[src/rtl/rr_hold_arbiter.sv]
// Round-robin arbiter with held grants; registered one-hot grant 1 cycle after request, one dead cycle after every release.
// No backpressure: a grant lasts until owner done, owner request drop, or HOLD_MAX cycles.
module rr_hold_arbiter #(
    parameter int N        = 4,
    parameter int HOLD_MAX = 16,
    parameter int IDW      = $clog2(N),
    parameter int CW       = 8
) (
    input  logic           clk,
    input  logic           rstn,
    input  logic [N-1:0]   req,
    input  logic [N-1:0]   done,
    output logic [N-1:0]   gnt,
    output logic [IDW-1:0] gnt_id,
    output logic           busy,
    output logic           timeout
);

    typedef enum logic {
        IDLE  = 1'b0,
        GRANT = 1'b1
    } state_t;

    localparam logic [IDW:0]   N_W      = (IDW+1)'(N);
    localparam logic [IDW-1:0] LAST_ID  = IDW'(N - 1);
    localparam logic [CW-1:0]  HOLD_LIM = CW'(HOLD_MAX);
    localparam logic [N-1:0]   ONE_HOT0 = N'(1);

    state_t         state;
    logic [IDW-1:0] ptr;
    logic [CW-1:0]  cnt;

    // Rotate requests so bit 0 is the requester at ptr, then take the lowest set bit.
    logic [2*N-1:0] req_dbl;
    logic [N-1:0]   req_rot;
    logic           found;
    logic [IDW-1:0] offset;
    logic [IDW:0]   pick_sum;
    logic [IDW-1:0] pick;

    assign req_dbl = {req, req};
    assign req_rot = N'(req_dbl >> ptr);

    always_comb begin
        found  = 1'b0;
        offset = '0;
        for (int k = N - 1; k >= 0; k--) begin
            if (req_rot[k]) begin
                found  = 1'b1;
                offset = IDW'(k);
            end
        end
    end

    assign pick_sum = {1'b0, ptr} + {1'b0, offset};
    assign pick     = (pick_sum >= N_W) ? IDW'(pick_sum - N_W) : pick_sum[IDW-1:0];

    logic           own_done;
    logic           own_drop;
    logic           at_limit;
    logic           release_now;
    logic [IDW-1:0] ptr_after;

    assign own_done    = done[gnt_id];
    assign own_drop    = ~req[gnt_id];
    assign at_limit    = (cnt == HOLD_LIM);
    assign release_now = own_done | own_drop | at_limit;
    assign ptr_after   = (gnt_id == LAST_ID) ? '0 : gnt_id + IDW'(1);

    always_ff @(posedge clk or negedge rstn) begin
        if (!rstn) begin
            state   <= IDLE;
            gnt     <= '0;
            gnt_id  <= '0;
            busy    <= 1'b0;
            timeout <= 1'b0;
            ptr     <= '0;
            cnt     <= '0;
        end else begin
            case (state)
                IDLE: begin
                    timeout <= 1'b0;
                    if (found) begin
                        state  <= GRANT;
                        gnt    <= ONE_HOT0 << pick;
                        gnt_id <= pick;
                        busy   <= 1'b1;
                        cnt    <= CW'(1);
                    end
                end
                GRANT: begin
                    if (release_now) begin
                        state   <= IDLE;
                        gnt     <= '0;
                        busy    <= 1'b0;
                        ptr     <= ptr_after;
                        // Only a pure hold-limit release is reported as a timeout.
                        timeout <= at_limit & ~own_done & ~own_drop;
                    end else begin
                        cnt <= cnt + CW'(1);
                    end
                end
                default: begin
                    state <= IDLE;
                    gnt   <= '0;
                    busy  <= 1'b0;
                end
            endcase
        end
    end

    a_gnt_onehot: assert property (@(posedge clk) disable iff (!rstn) $onehot0(gnt));
    a_busy_gnt:   assert property (@(posedge clk) disable iff (!rstn) busy == (gnt != '0));

endmodule

[config.mk]
export PLATFORM = sky130hd
export DESIGN_NAME = rr_hold_arbiter
export DESIGN_NICKNAME = d
export VERILOG_FILES = /design/src/rtl/rr_hold_arbiter.sv
export SDC_FILE = /design/constraint.sdc
export NUM_CORES = 1
export LEC_CHECK = 0
export BUFFER_PORTS_ARGS = -buffer_cell sky130_fd_sc_hd__buf_4
export CAP_MARGIN = 10
export CORE_ASPECT_RATIO = 1.4
export CORE_MARGIN = 8
export CORE_UTILIZATION = 37
export DETAILED_ROUTE_END_ITERATION = 10
export GPL_TIMING_DRIVEN = 0
export SLEW_MARGIN = 20
export SYNTH_ARGS = -nofsm -noshare
export SYNTH_HDL_FRONTEND = slang
export SYNTH_SLANG_ARGS = --single-unit
export TNS_END_PERCENT = 30
[constraint.sdc]
create_clock -name clk -period 2.4 [get_ports clk]
set_input_delay 0.36 -clock clk [delete_from_list [all_inputs] [get_ports clk]]
set_output_delay 0.36 -clock clk [all_outputs]
set_load 0.1 [all_outputs]
# After elaboration in Yosys (flattened, before gate mapping)
# Index checks and enable logic that the tools add are counted.
[word_totals] regBits=19 latchBits=0 mem_bits_rw=0 rom_bits=0 input_bits=10 output_inout_bits=8 wordCells=59 mem_count=0
[op_classes] n_addsub=4 n_mul=0 div=0 order_cmp=2 eq_ne=5 shifts=2 muxes=28 n_bitwise=7 n_reduce_logical=4
[op_table] cell="$mux 8" count=2
[op_table] cell="$pmux 8 s2" count=1
[op_table] cell="$mux 2" count=6
[op_table] cell="$mux 1" count=11
[op_table] cell="$add 8x1->8 const B" count=1
[op_table] cell="$eq 8x5->1 const B" count=1
[op_table] cell="$mux 4" count=2
[op_table] cell="$pmux 4 s2" count=1
[op_table] cell="$reduce_and 2->1" count=4
[op_table] cell="$shr 8x2->4" count=1
[op_table] cell="$pmux 1 s2" count=3
[op_table] cell="$bmux 1 s2" count=2
[op_table] cell="$ne 2x2->1 const B" count=2
[op_table] cell="$shl 1x2->4 const A" count=1
[op_table] cell="$add 2x2->3" count=1
[op_table] cell="$ge 3x3->1 const B" count=1
[op_table] cell="$lt 2x3->1 const B" count=1
[op_table] cell="$not 1->1" count=3
[op_table] cell="$add 2x1->2 const B" count=1
[op_table] cell="$and 1x1->1" count=2
[op_table] cell="$eq 2x2->1 const B" count=1
[op_table] cell="$ne 2x1->1 const B" count=1
[op_table] cell="$or 1x1->1" count=2
[op_table] cell="$sub 2x1->2 const B" count=1

# Logic depth before layout (Yosys ltp)
# Gate-level depths: netlist (run 1).
[logic_depth] depth_word=11 mapped_depth=9 depth_no_buf=8

# Worst setup path after synthesis (run 1)
# OpenSTA, ideal clock, no wires.
[synth_path] kind="flip-flop to flip-flop" from="reg gnt_id[0]" to="reg ptr[1]" setup_time_ns=0.125 t_arrival_ns=2.235 required_ns=2.275 slack_ns=0.040 path_stages_with_launch=5 path_buffers=1 synth_period_minus_slack_ns=2.360 path_cell_list="dfrtp_1 -> mux4_2 -> a21bo_2 -> buf_2 -> mux2_2"
[synth_via] elab_chain_len=6 word_cells_on_any_way=11 cone_classes="1 x add/sub; 1 x eq/ne; 5 x mux; 3 x bitwise; 1 x reduce/logical"
[synth_rtl] item="start: declaration" line_no="14" rtl="output logic [IDW-1:0] gnt_id,"
[synth_rtl] item="start signal: assignment" line_no="86" rtl="gnt_id <= pick;"
[synth_rtl] item="$bmux 1 s2" line_no="65" rtl="assign own_drop = ~req[gnt_id];"
[synth_rtl] item="$mux 1 (implied by the code)" line_no="65"
[synth_rtl] item="$not 1->1" line_no="65"
[synth_rtl] item="$or 1x1->1 (2 in series)" line_no="67" rtl="assign release_now = own_done | own_drop | at_limit;"
[synth_rtl] item="$reduce_and 2->1 (no source line)"
[synth_rtl] item="end signal: assignment" line_no="96" rtl="ptr <= ptr_after;"
[synth_rtl] item="end: declaration" line_no="30" rtl="logic [IDW-1:0] ptr;"
# Parallel ways exist; a longest one is shown, timed or not. The select of a mux whose other input is x is not followed.
# A chain may end at the register's enable or synchronous reset.

# Worst setup path after layout (run 1)
[layout_path] from="reg ptr[0]" to="reg gnt[1]"
[layout_via] elab_chain_len=11 word_cells_on_any_way=18 cone_classes="2 x add/sub; 1 x order compare; 1 x eq/ne; 2 x shift; 11 x mux; 1 x reduce/logical"
[layout_rtl] item="$shr 8x2->4" line_no="42" rtl="assign req_rot = N'(req_dbl >> ptr);"
[layout_rtl] item="$mux 2 (4 in series)" line_no="48" rtl="if (req_rot[k]) begin"
[layout_rtl] item="$add 2x2->3" line_no="55" rtl="assign pick_sum = {1'b0, ptr} + {1'b0, offset};"
[layout_rtl] item="$ge 3x3->1 or $sub 2x1->2 (tied branches)" line_no="56" rtl="assign pick = (pick_sum >= N_W) ? IDW'(pick_sum - N_W) : pick_sum[IDW-1:0];"
[layout_rtl] item="$mux 2" line_no="56"
[layout_rtl] item="$shl 1x2->4" line_no="85" rtl="gnt <= ONE_HOT0 << pick;"
[layout_rtl] item="$mux 4" line_no="83" rtl="if (found) begin"
[layout_rtl] item="$pmux 4 s2" line_no="80" rtl="case (state)"
[layout_rtl] item="end signal: assignment" line_no="85"
[layout_rtl] item="end: declaration" line_no="13" rtl="output logic [N-1:0] gnt,"
# Parallel ways exist; a longest one is shown, timed or not. The select of a mux whose other input is x is not followed.

==> results.cfg, run 1 <==
[sta]
fmax_mhz = 446
timing.clock.skew_ns = 0.00430
maxSlewViolCount = 0
timing.setup.tns_ns = 0
max_slew.worst_pin.slew_ns = 0.740
final.hold.worst_slack_ns = 0.488
finalSetupViolCount = 0
period_share = 0.934
finalHoldViolations = 0
slew-limit-headroom = 0.507
period_minus_slack_ns = 2.24
grt_setup_unrepaired = no

[route]
detailroute.via_count = 909
drt-initial-drc-count = 32
firstDrtPassIters = 4
detail_route.wl_per_cell_um = 13.8
post_drt_via_cell_ratio = 5.14
routed_wl_mm = 2.43
ant_nets = 0
post-route-drc-count = 0

[power]
power.net_switching_uw = 859
p_comb_frac = 0.595
power.ir.vdd_worst_mv = 0.750
leakage_uw = 0.000641
total_power_after_layout_uw = 1720
power.share.switching = 0.499
power.sequential.fraction = 0.279
power_frac_clock = 0.126
cell_internal_pwr_uw = 863
power_density_mw_per_mm2 = 1270

[cts]
cts_tree = done
post_cts.repair.setup_buffers = 0
cts-htree-levels = 1
clkLatencyLatePin_ns = 0.25
cts.path.max_buffers = 2
tritoncts_num_sinks = 19
cts_root_buf = clkbuf_8
tritoncts.num_buffers = 3
cts.repair.resized = 0
clk_transition_reported_paths_ns = 0.07
hold_buf_count_cts = 1

[critical_path]
worstReg2RegEnd = gnt[1]
endpoint_kind = register
worst_path_most_repeated_cell = xnor2_1
worstPathRequired_ns = 2.51
worst_reg_to_reg_setup_slack_ns = 0.16
worst-path-buf-inv = 1
path_class = register to register
rr_worst_depth = 9
crit_path_cell_trace = buf_2 -> nor2b_1 -> a221o_2 -> nand2_1 -> o221ai_1 -> ha_1 -> xnor2_1 -> xnor2_1 -> o21ai_0
critical-path-slowest-cell = xnor2_1
crit_family = compound AO/OA/AOI/OAI gates
max_stage_delay_ns = 0.39
timing.critical_path.fanout_max = 10
worstPathArrival_ns = 2.36
start_kind = register
worst_r2r_startpoint = ptr[0]

[die]
row_count = 24
floorplan.die.width_um = 62.8
die_y_um = 81.5
pin_count = 18
placeable_core_region_mm2 = 0.00303
initial_core_utilization = 0.374
dieArea_mm2 = 0.00512

[yosys]
synth_flop_cell = dfrtp_1
ys_types = 39
ys_seq_elements = 19
synth_cells = 117
synthesized_cell_area_mm2 = 0.00113
synth.largest_area_cell = dfrtp_1
synth_warnings = 0
net_count_after_synthesis = 131
synth_enable_flop_cells = 0
synthMostInstantiatedCell = dfrtp_1
synth.cells.most_frequent = 19 x dfrtp_1, 17 x nand2_1, 10 x nor2_1
post-synth-top-area-fraction = 0.419
post_synth_main_area_contributors = dfrtp_1 42%, nand2_1 5.6%, ha_1 4.4%
yosysSeqAreaShare = 0.419
async_flop_share = 1.00
syn-mean-instance-area_um2 = 9.70

[layout]
nets = 153
insertedDiodeCount = 0
final_layout_size_suffix_gt1_frac = 0.239
n_fill_cell = 312
area.growth.synth_to_final_pct = 19.7

[grt]
grt-busiest-layer = met2
wire_length_of_the_first_global_routing_pass_mm = 4.13
grt_use_met2 = 0.173
met3_usage = 0.0218
grt_util_all_layers = 0.0968
grt_antenna_before_repair = 0
gr-usage-met1 = 0.112
grt_pass1_vias = 879
grt_max_degree = 20
overflow = 0

[flow_run]
max-cap-violations = 0

[place]
port_buffers = 16
place_congestion = 0.801
dp_hpwl_mm = 1.82

[min_path]
path_category_of_the_worst_min_delay_check = register to register
hold_end = busy
hold_start = busy
hold-path-cell-count = 2

[outcome]
outcome = complete, no violations
[per-layer routing]
| metal | wire length, µm | share of wire |
|---|---|---|
| met5 | 0 | 0 |
| met4 | 19 | 0.0078 |
| met3 | 76 | 0.031 |
| met2 | 1240 | 0.51 |
| met1 | 1100 | 0.45 |
[tightest hold or removal path: cells and delay by family, from the launching register on]
| kind | cells | cell delay [ns] |
|---|---|---|
| and+or+nand+nor | 2 | 0.11 |
| DFF | 1 | 0.35 |
[per-stage QoR]
stage                     instance area [µm²]   util  instances  worst slack, ns
final                                    1360  0.448        177            0.159
after global routing                     1360  0.448        177          0.00887
after CTS                                1360  0.448        177            0.144
after detailed placement                 1300  0.430        172            0.162
after global placement                   1300  0.430        172            0.208
after floorplan                          1130      -        117           0.0400
[state kept, by name, indices dropped and copies added, names as in the netlist]
name and flops:
cnt 8, gnt 4, gnt_id 2, ptr 2
busy 1, state 1, timeout 1
[cell type report]
| cell class | count | area, µm² | area share |
|---|---|---|---|
| buffer | 7 | 43.8 | 0.0322 |
| clock buffer | 4 | 45.0 | 0.0331 |
| inverter | 4 | 15.0 | 0.0110 |
| multi-input combinational | 87 | 601 | 0.442 |
| sequential | 19 | 475 | 0.350 |
| tap | 39 | 48.8 | 0.0359 |
| timing repair buffer | 17 | 130 | 0.0958 |
[logic make-up (layout without fill, tap and decap cells)]
kind of cell / after synthesis / in the layout / share of synthesized area
adders and majority gates: 4 / 4 / 0.0441
buffers and inverters: 11 / 32 / 0.0518
muxes: 7 / 7 / 0.0761
DFF: 19 / 19 / 0.419
and+or+nand+nor: 52 / 52 / 0.239
xor gates and xnor gates: 5 / 5 / 0.0386
AOI/OAI and AO/OA: 19 / 19 / 0.131
[power by group through the flow]
| stage | sequential (µW) | clock (µW) | combinational, µW |
|---|---|---|---|
| after floorplan | 788 | 0 | 502 |
| after global placement | 483 | 0 | 1010 |
| after detailed placement | 488 | 0 | 1030 |
| after CTS | 481 | 227 | 1040 |
| after global routing | 495 | 243 | 1110 |
| final | 480 | 218 | 1020 |
[worst max path at each step]
| stage | startpoint | endpoint | slack [ns] | cells past startpoint |
|---|---|---|---|---|
| after floorplan | gnt_id[0] | ptr[1] | 0.04 | 4 |
| after global placement | ptr[0] | gnt[1] | 0.21 | 9 |
| after detailed placement | ptr[0] | gnt[1] | 0.16 | 9 |
| after CTS | ptr[0] | gnt[1] | 0.14 | 9 |
| after global routing | ptr[0] | gnt[1] | 0.009 | 9 |
| final | ptr[0] | gnt[1] | 0.16 | 9 |
[layout by cell type, fill, tap and decap left out, types with 4 or more instances in the layout]
cell and count:
nor2_1 10, inv_1 4, nand2_1 17, dfrtp_1 19
buf_4 16, clkbuf_1 4, nand4_1 4, ha_1 4
(Power assumes the default switching activity.)
==> run 2: changes to the inputs <==
BUFFER_PORTS_ARGS = -buffer_cell sky130_fd_sc_hd__buf_2   (was -buffer_cell sky130_fd_sc_hd__buf_4)
CORE_UTILIZATION = 55   (was 37)
PLACE_DENSITY = 0.78   (was default)
==> run 2 against run 1 <==
- first-iteration DRC count grew 31%
- non-clock buffer count unchanged
- sequential share of layout area increased by 1.8 points
- power down 2.2%
- fmax shrank 1.2%
- cell count shrank 10%
- critical path type unchanged
- largest cell class unchanged
==> results.cfg, run 2 (synthesis gave the netlist of run 1 again) <==
[outcome]
outcome = complete, no violations

[cts]
tritoncts.num_buffers = 3
cts_tree = done
cts.path.max_buffers = 2
cts-htree-levels = 1
post_cts.repair.setup_buffers = 0
cts_root_buf = clkbuf_4
tritoncts_num_sinks = 19
clkLatencyLatePin_ns = 0.29
clk_transition_reported_paths_ns = 0.10

[grt]
grt_util_all_layers = 0.138
grt_max_degree = 20
grt_pass1_vias = 918
grt_antenna_before_repair = 0
overflow = 0
wire_length_of_the_first_global_routing_pass_mm = 4.12

[route]
detailroute.via_count = 971
detail_route.wl_per_cell_um = 15.4
post_drt_via_cell_ratio = 6.11
met2_length_mm = 1.31
drt-initial-drc-count = 42
post-route-drc-count = 0
wl_met1_um = 962
routed.top_layer = met4
met3WireLength_um = 141
ant_nets = 0
routed_wl_mm = 2.45
firstDrtPassIters = 4

[critical_path]
max_stage_delay_ns = 0.40
worstReg2RegEnd = gnt_id[1]
endpoint = gnt_id[1]
worstSetupPathDepth = 9
worst_r2r_startpoint = ptr[0]
crit_start = ptr[0]
timing.critical_path.fanout_max = 10
start_kind = register
worstPathArrival_ns = 2.45
crit_family = compound AO/OA/AOI/OAI gates
critical-path-slowest-cell = dfrtp_1
worst_reg_to_reg_setup_slack_ns = 0.13
endpoint_kind = register
path_class = register to register
worst_path_most_repeated_cell = xnor2_2
worstPathRequired_ns = 2.58
worst-path-buf-inv = 1
rr_worst_depth = 9
crit_path_cell_trace = buf_2 -> nor2b_1 -> a221o_2 -> nand2_1 -> o221ai_1 -> ha_1 -> xnor2_2 -> xnor2_2 -> mux2_2

[sta]
maxSlewViolCount = 0
slew-limit-headroom = 0.481
grt_setup_unrepaired = no
fmax_mhz = 441
period_minus_slack_ns = 2.27
max_slew.worst_pin.slew_ns = 0.779
finalHoldViolations = 0
period_share = 0.945
finalSetupViolCount = 0
timing.clock.skew_ns = 0.00262
timing.setup.tns_ns = 0

[layout]
n_fill_cell = 168
multi_input_comb_area_um2 = 616
nets = 153
reg_with_most_ffs = cnt
final_layout_size_suffix_gt1_frac = 0.261
largest_reg_flops = 8
area.growth.synth_to_final_pct = 14.0
insertedDiodeCount = 0
layout.cells.most_common_list = 19 x dfrtp_1, 18 x buf_2, 17 x nand2_1
sequential_area_um2 = 475
largest_registers = cnt x8, gnt x4
most_common_cell_after_layout_fill_and_taps_aside = dfrtp_1
layout.cell_area.non_filler_mm2 = 0.00129

[power]
power.share.switching = 0.523
power.sequential.fraction = 0.284
p_comb_frac = 0.623
total_power_after_layout_uw = 1680
leakage_uw = 0.000636
cell_internal_pwr_uw = 803
power.ir.vdd_worst_mv = 0.977
power.net_switching_uw = 881
power_density_mw_per_mm2 = 1300
power_frac_clock = 0.093

[place]
dp_hpwl_mm = 1.89
port_buffers = 16
place_congestion = 0.884
placed_cell_area_mm2 = 0.00124

[flow_run]
max-cap-violations = 0

[die]
dieArea_mm2 = 0.00379
placeable_core_region_mm2 = 0.00195
pin_count = 18
floorplan.die.width_um = 54.4
initial_core_utilization = 0.582
die_y_um = 69.7
row_count = 19

[min_path]
path_category_of_the_worst_min_delay_check = register to register
[run 2: worst min-delay path by stage]
stage	from	end	slack [ns]	cells after the start
6_report	gnt[0]	gnt[0]	0.50	2
5_1_grt	busy	busy	0.53	2
4_1_cts	gnt[0]	gnt[0]	0.51	2
3_5_place_dp	rstn	cnt[5]	0.32	1
3_3_place_gp	rstn	cnt[6]	0.31	1
2_1_floorplan	rstn	busy	0.06	0
[run 2: layout make-up]
cell class,count,area share
flip-flops and latches,19,0.368
repair buffers,17,0.0696
well taps,21,0.0203
clock inverters,1,0.00387
multi-input cells,87,0.476
clock buffers,3,0.0174
plain buffers,7,0.0338
inverters,4,0.0116
[run 2: power by group through the flow]
stage / Sequential, µW / Combinational, µW / Clock (µW)
CTS: 479 / 1010 / 163
global route: 490 / 1140 / 174
finish: 479 / 1050 / 156
global placement: 479 / 975 / 0
floorplan: 788 / 502 / 0
detailed placement: 486 / 1010 / 0
[run 2: timing repair]
| action | 4_1_cts | 5_1_grt |
|---|---|---|
| hold buffers | 1 | 0 |
| gates resized for setup | 0 | 2 |
| hold endpoints to repair | 11 | 0 |
| setup endpoints to repair | 0 | 4 |
[run 2: metal layers]
layer  vias up  track usage
met1       475        0.161
met2        29        0.229
met3         6       0.0322
met4         0       0.0522
li1        461            -
met5         -            0
[run 2: worst reg2reg max path, cell delays in order, from the launching register on]
cell      delay [ns]
dfrtp_1         0.40
buf_2           0.18
nor2b_1         0.16
a221o_2         0.34
nand2_1         0.07
o221ai_1        0.12
ha_1            0.24
xnor2_2         0.15
xnor2_2         0.19
mux2_2          0.31
[run 2: stage by stage]
step,util,setup slack [ns],hold slack (ns),std cells
floorplan,-,0.0400,0.0644,117
global placement,0.637,0.228,0.314,154
detailed placement,0.637,0.131,0.322,154
CTS,0.656,0.0951,0.508,159
global route,0.664,0.0149,0.528,159
finish,0.664,0.131,0.501,159
